==> src/rtl/rx_byte_fifo_pkg.sv <==
// Shared defaults and helpers for the UART RX byte FIFO.
package rx_byte_fifo_pkg;

    localparam int DATA_W_DEF = 8;
    localparam int DEPTH_DEF  = 8;
    localparam int ERR_W_DEF  = 8;

    // Constant-foldable ceil(log2(n)), used to derive pointer widths.
    function automatic int clog2(input int n);
        int r;
        r = 0;
        while ((1 << r) < n) begin
            r = r + 1;
        end
        return r;
    endfunction

endpackage

==> src/rtl/rx_fifo_mem.sv <==
// DEPTH x DATA_W register array: one synchronous write port, one asynchronous read port.
module rx_fifo_mem
    import rx_byte_fifo_pkg::*;
#(
    parameter int DATA_W = DATA_W_DEF,
    parameter int DEPTH  = DEPTH_DEF,
    localparam int ADDR_W = clog2(DEPTH)
) (
    input  logic              clk,
    input  logic              we,
    input  logic [ADDR_W-1:0] waddr,
    input  logic [DATA_W-1:0] wdata,
    input  logic [ADDR_W-1:0] raddr,
    output logic [DATA_W-1:0] rdata
);

    logic [DATA_W-1:0] mem [DEPTH];

    // Storage is intentionally not reset; contents are only read while valid.
    always_ff @(posedge clk) begin
        if (we) begin
            mem[waddr] <= wdata;
        end
    end

    assign rdata = mem[raddr];

endmodule

==> src/rtl/rx_byte_fifo.sv <==
// First-word-fall-through byte FIFO between the UART RX FSM/SIPO and the host,
// with sticky overflow and a saturating framing-error counter.
module rx_byte_fifo
    import rx_byte_fifo_pkg::*;
#(
    parameter int DATA_W = DATA_W_DEF,
    parameter int DEPTH  = DEPTH_DEF,
    parameter int ERR_W  = ERR_W_DEF,
    localparam int ADDR_W = clog2(DEPTH)
) (
    input  logic              clk,
    input  logic              rx_arst_n,
    input  logic              rx_rst,
    input  logic [DATA_W-1:0] rx_data,
    input  logic              done_flag,
    input  logic              err_flag,
    output logic [DATA_W-1:0] m_data,
    output logic              m_valid,
    input  logic              m_ready,
    output logic              full,
    output logic [ADDR_W:0]   level,
    output logic              overflow,
    output logic [ERR_W-1:0]  err_cnt,
    input  logic              clr_status
);

    // Handshake: m_data is transferred on every rising edge where
    // m_valid && m_ready; m_valid never depends on m_ready, and m_ready
    // while m_valid=0 has no effect.

    logic [ADDR_W:0]    wptr_q;
    logic [ADDR_W:0]    rptr_q;
    logic [ADDR_W:0]    level_q;
    logic               overflow_q;
    logic [ERR_W-1:0]   err_cnt_q;

    logic empty;
    logic full_int;
    logic pop;
    logic push_req;
    logic push;
    logic drop;

    assign empty    = (wptr_q == rptr_q);
    assign full_int = (wptr_q[ADDR_W-1:0] == rptr_q[ADDR_W-1:0]) &&
                      (wptr_q[ADDR_W] != rptr_q[ADDR_W]);

    assign pop      = ~empty & m_ready;
    // A frame flagged as a framing error is never stored, even if done_flag is also high.
    assign push_req = done_flag & ~err_flag;
    assign push     = push_req & (~full_int | pop);
    assign drop     = push_req & full_int & ~pop;

    rx_fifo_mem #(
        .DATA_W (DATA_W),
        .DEPTH  (DEPTH)
    ) u_mem (
        .clk   (clk),
        .we    (push),
        .waddr (wptr_q[ADDR_W-1:0]),
        .wdata (rx_data),
        .raddr (rptr_q[ADDR_W-1:0]),
        .rdata (m_data)
    );

    always_ff @(posedge clk or negedge rx_arst_n) begin
        if (!rx_arst_n) begin
            wptr_q  <= '0;
            rptr_q  <= '0;
            level_q <= '0;
        end else if (rx_rst) begin
            wptr_q  <= '0;
            rptr_q  <= '0;
            level_q <= '0;
        end else begin
            if (push) begin
                wptr_q <= wptr_q + 1'b1;
            end
            if (pop) begin
                rptr_q <= rptr_q + 1'b1;
            end
            if (push && !pop) begin
                level_q <= level_q + 1'b1;
            end else if (pop && !push) begin
                level_q <= level_q - 1'b1;
            end
        end
    end

    // Status registers: clr_status beats any same-cycle set or increment.
    always_ff @(posedge clk or negedge rx_arst_n) begin
        if (!rx_arst_n) begin
            overflow_q <= 1'b0;
            err_cnt_q  <= '0;
        end else if (rx_rst || clr_status) begin
            overflow_q <= 1'b0;
            err_cnt_q  <= '0;
        end else begin
            if (drop) begin
                overflow_q <= 1'b1;
            end
            if (err_flag && (err_cnt_q != {ERR_W{1'b1}})) begin
                err_cnt_q <= err_cnt_q + 1'b1;
            end
        end
    end

    assign m_valid  = ~empty;
    assign full     = full_int;
    assign level    = level_q;
    assign overflow = overflow_q;
    assign err_cnt  = err_cnt_q;

endmodule

==> config.mk <==
export PLATFORM = sky130hd
export DESIGN_NAME = rx_byte_fifo
export DESIGN_NICKNAME = d
export VERILOG_FILES = /design/src/rtl/rx_byte_fifo_pkg.sv /design/src/rtl/rx_fifo_mem.sv /design/src/rtl/rx_byte_fifo.sv
export SDC_FILE = /design/constraint.sdc
export NUM_CORES = 1
export LEC_CHECK = 0
export ABC_AREA = 1
export BUFFER_PORTS_ARGS = -buffer_cell sky130_fd_sc_hd__buf_2
export CAP_MARGIN = 20
export CORE_UTILIZATION = 31
export CTS_CLUSTER_DIAMETER = 200
export DETAILED_ROUTE_END_ITERATION = 10
export PLACE_DENSITY = 0.55
export SLEW_MARGIN = 0
export SYNTH_ARGS = -nofsm -noshare
export SYNTH_HDL_FRONTEND = slang
export SYNTH_HIERARCHICAL = 1
export SYNTH_SLANG_ARGS = --single-unit
==> constraint.sdc <==
create_clock -name clk -period 2.4 [get_ports clk]
set_clock_uncertainty 0.15 [all_clocks]
set_input_delay 0.24 -clock clk [delete_from_list [all_inputs] [get_ports clk]]
set_output_delay 0.24 -clock clk [all_outputs]
set_load 0.005 [all_outputs]
==> flow_summary.json <==
{
  "tightest_slew_ns": 0.498,
  "ctsHtreeMaxLevel": 3,
  "swShare": 0.260,
  "cts_buffers": 9,
  "place_inst": 676,
  "clk_path_buf_depth": 2,
  "tritoncts": "built",
  "power_density_mw_per_mm2": 715,
  "io_pins": 38,
  "hold_viol_final": 0,
  "synth_edf_count": 64,
  "die_h_um": 119,
  "finish.utilization": 0.374,
  "grt_overflow": 0,
  "synthTopCellsByCount": "nand2_1 (147), inv_1 (90), edfxtp_1 (64)",
  "power_switching_w": 0.000920,
  "period_share": 0.949,
  "synth.most_common_cell": "nand2_1",
  "cp_data_required_time_ns": 2.01,
  "io_buffers": 37,
  "fin_ws_ns": 0.122,
  "power_leakage_nw": 2.31,
  "layout-drive-gt1-share": 0.182,
  "vdd_ir_drop_max_v": 0.000337,
  "dpl_cell_area_mm2": 0.00461,
  "slew-limit-headroom": 0.668,
  "grt_max_degree": 36,
  "async_flop_share": 0.247,
  "clockPowerShare": 0.391,
  "wl_per_cell_um": 12.7,
  "fin_crit_ns": 2.28,
  "syn_nets": 483,
  "ant_nets": 0,
  "synth-main-ff-cell": "edfxtp_1",
  "drtPass1Iterations": 4,
  "drv_cap": 0,
  "pre_cts_slack_ns": 0.0808,
  "drv_slew": 0,
  "dieWidth_um": 119,
  "drt-initial-drc-count": 150,
  "row_count": 42,
  "yosysTopAreaCell": "edfxtp_1",
  "clockRootBuffer": "clkbuf_16",
  "cts_sinks": 85,
  "clk_pin_slew_ns": 0.06,
  "antenna_cells": 0,
  "finalNonFillerCells": 693,
  "grt_pass1_wl_um": 14600,
  "grt_usage": 0.135,
  "synth-seq-area-share": 0.581,
  "num_vias": 2995,
  "p_seq_frac": 0.468,
  "vias_per_cell": 4.32,
  "synth_top_area_frac": 0.456,
  "core_mm2": 0.0132,
  "fmax_ghz": 0.439,
  "status": "finished clean",
  "crit_type": "reg -> out",
  "wirelength_um": 8830,
  "hpwl_um": 5730,
  "synth_area_per_cell_um2": 9.12,
  "final_nets": 534,
  "grt_setup_unrepaired": "yes",
  "first_global_vias": 2902,
  "route.detailed.drc": 0,
  "total_power_w": 0.00354,
  "synth.distinct_cells": 31,
  "setup_viol": 0,
  "intPower_w": 0.00262,
  "clk-insertion-delay-late_ns": 0.33,
  "end_kind": "output port",
  "design_area_mm2": 0.00495,
  "synthTopCellsByArea": "edfxtp_1 (46%), nand2_1 (13%), dfrtp_1 (12%)",
  "ys_seq_elements": 85,
  "hp-class": "in -> reg",
  "initial_core_util": 0.318,
  "crit_fanout": 17,
  "die_area_mm2": 0.0141,
  "syn-cell-area_mm2": 0.00422,
  "gp_congestion": 0.785,
  "power_frac_comb": 0.142,
  "ys_warn_count": 6,
  "antenna_found_initial": 0,
  "startpoint_type": "register",
  "area_delta_synth_final_pct": 17.5,
  "synthCells": 462,
  "worstPathArrival_ns": 1.89
}
-- through the flow --
stage	hold slack, ns	setup TNS [ns]
6_report	0.0287	0
5_1_grt	0.0335	-0.0115
2_1_floorplan	-0.206	0
4_1_cts	0.0252	0
3_3_place_gp	0.0912	0
3_5_place_dp	0.0860	0
-- power groups by stage --
stage	Clock, W	Sequential [W]	Combinational (W)
2_1_floorplan	0	0.00168	0.000351
3_3_place_gp	0	0.00168	0.000482
3_5_place_dp	0	0.00168	0.000492
4_1_cts	0.00143	0.00165	0.000495
5_1_grt	0.00148	0.00166	0.000580
6_report	0.00138	0.00166	0.000501
-- worst max-delay path, cell delays in order (launching register included) --
cell and delay (ns):
dfrtp_1 0.42, buf_4 0.15, buf_4 0.20, inv_2 0.30, nand3_1 0.12, nand2_1 0.08
nand2_1 0.05, nand2_1 0.10, buf_2 0.12
-- layout by cell type, fill, tap and decap left out, drive strengths merged, types with 2 or more instances in the layout --
cell type / instances
clkbuf: 9
o21ai: 13
clkinvlp: 2
inv: 99
edfxtp: 64
ha: 5
nor3: 3
buf: 51
xor2: 5
dfrtp: 21
nand2: 154
o31ai: 2
nand3: 54
nor2: 20
a21oi: 5
nand4: 2
-- registers in the layout, summed over array words and instances (netlist names) --
signal and cells:
err_cnt 8, level 4, overflow 1, rptr_q 4, u_mem/mem 64, wptr_q 4
-- area by class of cell --
type	count	area, um2
clock inverter	6	71.3
tap	176	220
fill	1372	8290
clock buffer	9	225
inverter	97	367
multi-input combinational	268	1320
timing repair buffer	52	304
sequential	85	2450
-- final timing paths --
kind / start / to / slack [ns] / cells past startpoint
worst min-delay path: rx_data[4] / u_mem/mem[0][4] / 0.03 / 1
max in group asynchronous: rx_arst_n / wptr_q[1] / 1.48 / 2
min in group asynchronous: rx_arst_n / err_cnt[4] / 0.25 / 2
worst max-delay path: rptr_q[1] / m_data[1] / 0.12 / 8
worst max register to register: rptr_q[1] / level[3] / 0.24 / 17
worst min register to register: overflow / overflow / 0.37 / 2
-- what timing repair did --
item                                    CTS  global route
resized for setup                         0             6
hold buffers                              1             0
buffers inserted                          0             1
hold endpoints to repair                 21             0
endpoints found under the setup margin    0             8
-- cells by family (layout without fill, tap and decap cells) --
group                    count (synthesis)  after routing  share of synthesized area
XOR/XNOR                                 6              6                     0.0125
adder cells (fa/ha/maj)                  6              6                     0.0196
flip-flops                              85             85                      0.581
AND/OR/NAND/NOR                        235            235                      0.248
AO/OA/AOI/OAI                           21             21                     0.0273
buffers and inverters                  109            164                      0.112
-- metal layers --
layer  routed length [um]  share of wire  track usage
met1                 4100           0.46        0.168
met2                 4330           0.49        0.229
met3                  334          0.038       0.0386
met4                   63         0.0071       0.0309
met5                    0              0            0
Power figures use the tool's default switching activity.
